--- src/rtl/clk_logic_alu.sv ---
// Registered two-stage logic/arithmetic unit with valid/ready handshaking and an internal accumulator.
// Optional saturating arithmetic is enabled by defining CLK_ALU_SAT_EN.
module clk_logic_alu #(
    parameter int WIDTH = 8
) (
    input  logic             clk,
    input  logic             reset,
    input  logic             in_valid,
    output logic             in_ready,
    input  logic [WIDTH-1:0] a,
    input  logic [WIDTH-1:0] b,
    input  logic [2:0]       op,
    output logic             out_valid,
    input  logic             out_ready,
    output logic [WIDTH-1:0] y,
    output logic             carry,
    output logic             zero
);

    localparam logic [2:0] OP_AND    = 3'd0;
    localparam logic [2:0] OP_OR     = 3'd1;
    localparam logic [2:0] OP_XOR    = 3'd2;
    localparam logic [2:0] OP_NAND   = 3'd3;
    localparam logic [2:0] OP_ADD    = 3'd4;
    localparam logic [2:0] OP_SUB    = 3'd5;
    localparam logic [2:0] OP_LOAD   = 3'd6;
    localparam logic [2:0] OP_ACCADD = 3'd7;

    logic             s1_valid;
    logic [WIDTH-1:0] s1_a;
    logic [WIDTH-1:0] s1_b;
    logic [2:0]       s1_op;
    logic [WIDTH-1:0] acc;
    logic             s2_adv;
    logic [WIDTH-1:0] res;
    logic             res_c;
    logic [WIDTH:0]   sum_ab;
    logic [WIDTH:0]   diff_ab;
    logic [WIDTH:0]   sum_acc;

    assign s2_adv   = s1_valid && (!out_valid || out_ready);
    assign in_ready = !s1_valid || s2_adv;

    // When in_ready is high stage 1 is either empty or emptying, so it simply takes whatever is offered.
    always_ff @(posedge clk) begin
        if (reset) begin
            s1_valid <= 1'b0;
            s1_a     <= '0;
            s1_b     <= '0;
            s1_op    <= '0;
        end else if (in_ready) begin
            s1_valid <= in_valid;
            if (in_valid) begin
                s1_a  <= a;
                s1_b  <= b;
                s1_op <= op;
            end
        end
    end

    assign sum_ab  = {1'b0, s1_a} + {1'b0, s1_b};
    assign diff_ab = {1'b0, s1_a} - {1'b0, s1_b};
    assign sum_acc = {1'b0, acc} + {1'b0, s1_a};

    always_comb begin
        res   = '0;
        res_c = 1'b0;
        case (s1_op)
            OP_AND:  res = s1_a & s1_b;
            OP_OR:   res = s1_a | s1_b;
            OP_XOR:  res = s1_a ^ s1_b;
            OP_NAND: res = ~(s1_a & s1_b);
            OP_ADD: begin
                res_c = sum_ab[WIDTH];
`ifdef CLK_ALU_SAT_EN
                res   = res_c ? '1 : sum_ab[WIDTH-1:0];
`else
                res   = sum_ab[WIDTH-1:0];
`endif
            end
            OP_SUB: begin
                res_c = diff_ab[WIDTH];
`ifdef CLK_ALU_SAT_EN
                res   = res_c ? '0 : diff_ab[WIDTH-1:0];
`else
                res   = diff_ab[WIDTH-1:0];
`endif
            end
            OP_LOAD: res = s1_a;
            OP_ACCADD: begin
                res_c = sum_acc[WIDTH];
`ifdef CLK_ALU_SAT_EN
                res   = res_c ? '1 : sum_acc[WIDTH-1:0];
`else
                res   = sum_acc[WIDTH-1:0];
`endif
            end
        endcase
    end

    // The accumulator moves only with the stage-2 advance, so a stalled beat cannot apply twice.
    always_ff @(posedge clk) begin
        if (reset) begin
            acc <= '0;
        end else if (s2_adv && (s1_op == OP_LOAD || s1_op == OP_ACCADD)) begin
            acc <= res;
        end
    end

    always_ff @(posedge clk) begin
        if (reset) begin
            out_valid <= 1'b0;
            y         <= '0;
            carry     <= 1'b0;
            zero      <= 1'b0;
        end else if (s2_adv) begin
            out_valid <= 1'b1;
            y         <= res;
            carry     <= res_c;
            zero      <= (res == '0);
        end else if (out_ready) begin
            out_valid <= 1'b0;
            zero      <= 1'b0;
        end
    end

endmodule
--- config.mk ---
export PLATFORM = sky130hd
export DESIGN_NAME = clk_logic_alu
export DESIGN_NICKNAME = d
export VERILOG_FILES = /design/src/rtl/clk_logic_alu.sv
export SDC_FILE = /design/constraint.sdc
export NUM_CORES = 1
export LEC_CHECK = 0
export ABC_AREA = 1
export ABC_CLOCK_PERIOD_IN_PS = 2350
export CAP_MARGIN = 20
export CELL_PAD_IN_SITES_DETAIL_PLACEMENT = 1
export CELL_PAD_IN_SITES_GLOBAL_PLACEMENT = 2
export CORE_MARGIN = 3
export CORE_UTILIZATION = 31
export DETAILED_ROUTE_END_ITERATION = 6
export MAX_ROUTING_LAYER = met4
export PLACE_DENSITY = 0.92
export SLEW_MARGIN = 30
export SYNTH_ARGS = -nofsm -noshare
export SYNTH_HDL_FRONTEND = slang
export SYNTH_SLANG_ARGS = --single-unit
--- constraint.sdc ---
create_clock -name clk -period 2.35 [get_ports clk]
set_clock_uncertainty 0.2 [all_clocks]
set_input_delay 0.235 -clock clk [delete_from_list [all_inputs] [get_ports clk]]
set_output_delay 0.235 -clock clk [all_outputs]
set_load 0.02 [all_outputs]
==> results.md <==
* Place WS at -0.172 ns
* Post-synthesis xor/xnor area fraction at 0
* # setup viols final at 0
* WP buf/inv at 1
* Data arrival time of the worst path at 2.35 ns
* Adder-Cell Fraction of Synth Area at 0.149
* Post-synthesis mux area share at 0
* Grt met3 use at 0.0276
* Crit path largest cell delay at 0.46 ns
* Cell breakdown of the critical path: inv_1, nor2_1, nand2_1, o21ai_0, nor2_1, nand3_1, nor2_1, nand2_1, nor2_1, nand3_1, a21oi_2
* FF+latch count, synth at 39
* Met2 usage at 0.359
* Worst-margin pin slew at 0.479 ns
* Busiest layer in global routing: met2
* Pint at 1.32 mW
* Largest family of logic cells by synthesized area: simple AND/OR/NAND/NOR gates
* R2r endpoint: zero$_SDFFE_PP0P_
* Placed Area at 3770 um2
* Hold_sp: carry$_SDFFE_PP0P_
* Post-Synth Simple-Gate Area at 0.316
* Req. time, crit path at 2.36 ns
* Share of total power in the clock network at 0.291
* Hold worst-path end: carry$_SDFFE_PP0P_
* CTS Buf Count at 5
* Root Buffer: clkbuf_8
* Vias/cell at 5.02
* Share of cells above drive strength 1 at 0.185
* Met1 Usage GRT at 0.261
* Post-synthesis sequential area ratio at 0.253
* Tot GR Track Use at 0.210
* Max Freq at 0.426 GHz
* Status: completed
* CTS HTree Levels at 2
* Cells after Synth at 493
* Number of max-cap violations at 0
* Critical path endpoint category: flip-flop
* Pleak at 1.98 nW
* Critical-path maximum fanout at 5
* # IOs at 35
* Vias in the first global route at 3,571
* Die area at about 11,000 um2
* TritonCTS clock tree: built
* Syn nets at 551
* Mean post-synth cell area at 6.26 um2
* R2R Setup Slk at roughly 0.0019 ns
* CTS Hold Buffers Added at 0
* Core ar. at 9460 um2
* Final wirelength at roughly 12 mm
* PD cells at 497 nW/um2
* Worst-path clk slew at 0.09 ns
* RSZ-0062 raised after global routing: yes
* Post-route cell area at 4160 um2
* Netlist Area Pre-Place at 3090 um2
* Worst path most repeated cell: nor2_1
* Antenna Cells at 0
* Post-DP HPWL at 8.92 mm
* Synthesis-to-finish area growth at 34.8%
* Initial antenna violation count at 0
* Hold Path Depth at 2
* Routed length per instance at 16.9 um
* YS warnings at 0
* Clk_lat worst skew at 0.31 ns
* Gpl congestion at 0.968
* First-pass GRT wire length at 18.1 mm
* Max_slew headroom at 0.679
* Nets at 614
* Port-buffer cells at 34
* Routed Antenna Nets at 0
* Slew Limit Fails at 0
* Fin crit share at 0.999
* Maximum VDD drop at around 0.00032 V
* Largest net degree at the start of global routing at 40
* Worst min path class: flip-flop to flip-flop
* Final WS setup at roughly 0.0019 ns
* Netlist cell types at 25
* Starting Density at 0.326
* Crit Path Category: flip-flop to flip-flop
* CTS Buffer Depth at 2
* Combinational power share at 0.354
* Via count at 3,442
* CP Launch Type: flip-flop
* Grt total ovfl at 0
* Die Wd at 106 um
* Reg2Reg Launch Point: s1_op[1]$_SDFFE_PP0P_
* Sw Share at 0.360
* Chip height at between 100 and 150 um
* Critical path's slowest cell: dfxtp_1
* Synth Area in Compound Gates at 0.165
* Final min period at 2.35 ns
* Clock sinks at 39
* Initial DRC Count at 128
* Sequential power share at 0.354
* Rows at 35
* Largest delay contributor family on the critical path: simple AND/OR/NAND/NOR gates
* Remaining DRCs at 0
* Final core occ at 0.440
* Hold Vio Cnt, Final at 0
* First drt pass iteration count at 4
* P_sw at between 0.7 and 0.8 mW
* R2R cell count at 11
cells in the mapped netlist (all sizes together):
master | number | area, um2
or2 | 3 | 18.8
nand4 | 2 | 12.5
nor3b | 1 | 7.51
o21ai | 47 | 235
dfxtp | 39 | 781
nand3 | 54 | 270
fa | 3 | 60.1
nand2 | 117 | 439
clkbuf | 9 | 33.8
nor3 | 4 | 20.0
inv | 75 | 282
buf | 6 | 45.0
o22ai | 1 | 6.26
o21bai | 5 | 37.5
o211ai | 5 | 37.5
a21oi | 37 | 193
ha | 32 | 400
nor2 | 51 | 194
nand3b | 2 | 15.0
final cells by class:
type                       instances  area [um2]
fill                            1254        5300
multi-input combinational        364        2170
sequential                        39         791
timing repair buffer              71         638
inverter                          75         287
tap                              129         161
clock buffer                       5        68.8
clock inverter                     3        43.8
logic make-up (layout without fill, tap and decap cells):
group | count (synthesis) | count (layout)
compound gates | 95 | 95
fa+ha+maj | 35 | 35
buf+inv | 90 | 154
flops | 39 | 39
simple gates | 234 | 234
routing by layer:
layer | vias up | wire length, um
met3 | 15 | 404
met4 | 0 | 242
met1 | 1655 | 5220
met2 | 63 | 5700
met5 | - | 0
li1 | 1709 | -
layout by cell type (no fill, tap or decap), types with 10 or more instances in the layout:
cell	n
buf_4	34
nand2_1	104
o21ai_0	44
dfxtp_1	35
ha_1	21
nand3_1	48
nor2_1	49
inv_1	65
clkdlybuf4s50_1	34
a21oi_1	32
nand2_2	12
ha_4	10
worst max-delay path by stage:
stage                     startpoint                 to  slack (ns)  depth (start not counted)
6_report       s1_op[1]$_SDFFE_PP0P_  zero$_SDFFE_PP0P_       0.002                         11
5_1_grt        s1_op[1]$_SDFFE_PP0P_  zero$_SDFFE_PP0P_       -0.11                         11
4_1_cts         s1_a[0]$_SDFFE_PP0P_  zero$_SDFFE_PP0P_       0.003                         14
3_5_place_dp    s1_a[2]$_SDFFE_PP0P_  y[7]$_SDFFE_PP0P_       -0.17                         14
3_3_place_gp    s1_a[2]$_SDFFE_PP0P_  y[7]$_SDFFE_PP0P_       -0.12                         14
2_1_floorplan   s1_a[0]$_SDFFE_PP0P_  zero$_SDFFE_PP0P_        0.18                         16
flip-flops by register name, indices dropped and copies added (netlist names):
register / cells
s1_b: 8
carry: 1
s1_a: 8
y: 8
zero: 1
acc: 8
out_valid: 1
s1_op: 3
s1_valid: 1
stage by stage:
stage / setup TNS (ns) / cells / hold slack, ns / total power, mW
finish: 0 / 686 / 0.280 / 2.07
global route: -0.306 / 686 / 0.296 / 2.20
CTS: 0 / 682 / 0.282 / 2.02
detailed placement: -0.424 / 674 / 0.263 / 1.40
global placement: -0.304 / 674 / 0.257 / 1.37
floorplan: 0 / 493 / 0.228 / 1.12
power by group through the flow:
stage / clock network (mW) / logic, mW / registers, mW
final: 0.603 / 0.734 / 0.734
after floorplan: 0 / 0.365 / 0.756
after CTS: 0.619 / 0.673 / 0.730
after global placement: 0 / 0.632 / 0.742
after global routing: 0.641 / 0.815 / 0.739
after detailed placement: 0 / 0.654 / 0.744
worst min-delay path, cell delays in order (launching register included):
cell and delay (ns):
dfxtp_1 0.32, nand2_1 0.06, a21oi_1 0.05
timing repair:
| item | in CTS | in global routing |
|---|---|---|
| pin swaps | 1 | 22 |
| buffers inserted | 0 | 4 |
| gates resized for setup | 17 | 49 |
| setup endpoints to repair | 9 | 10 |
Note: power is estimated with default switching activity, not from simulation.
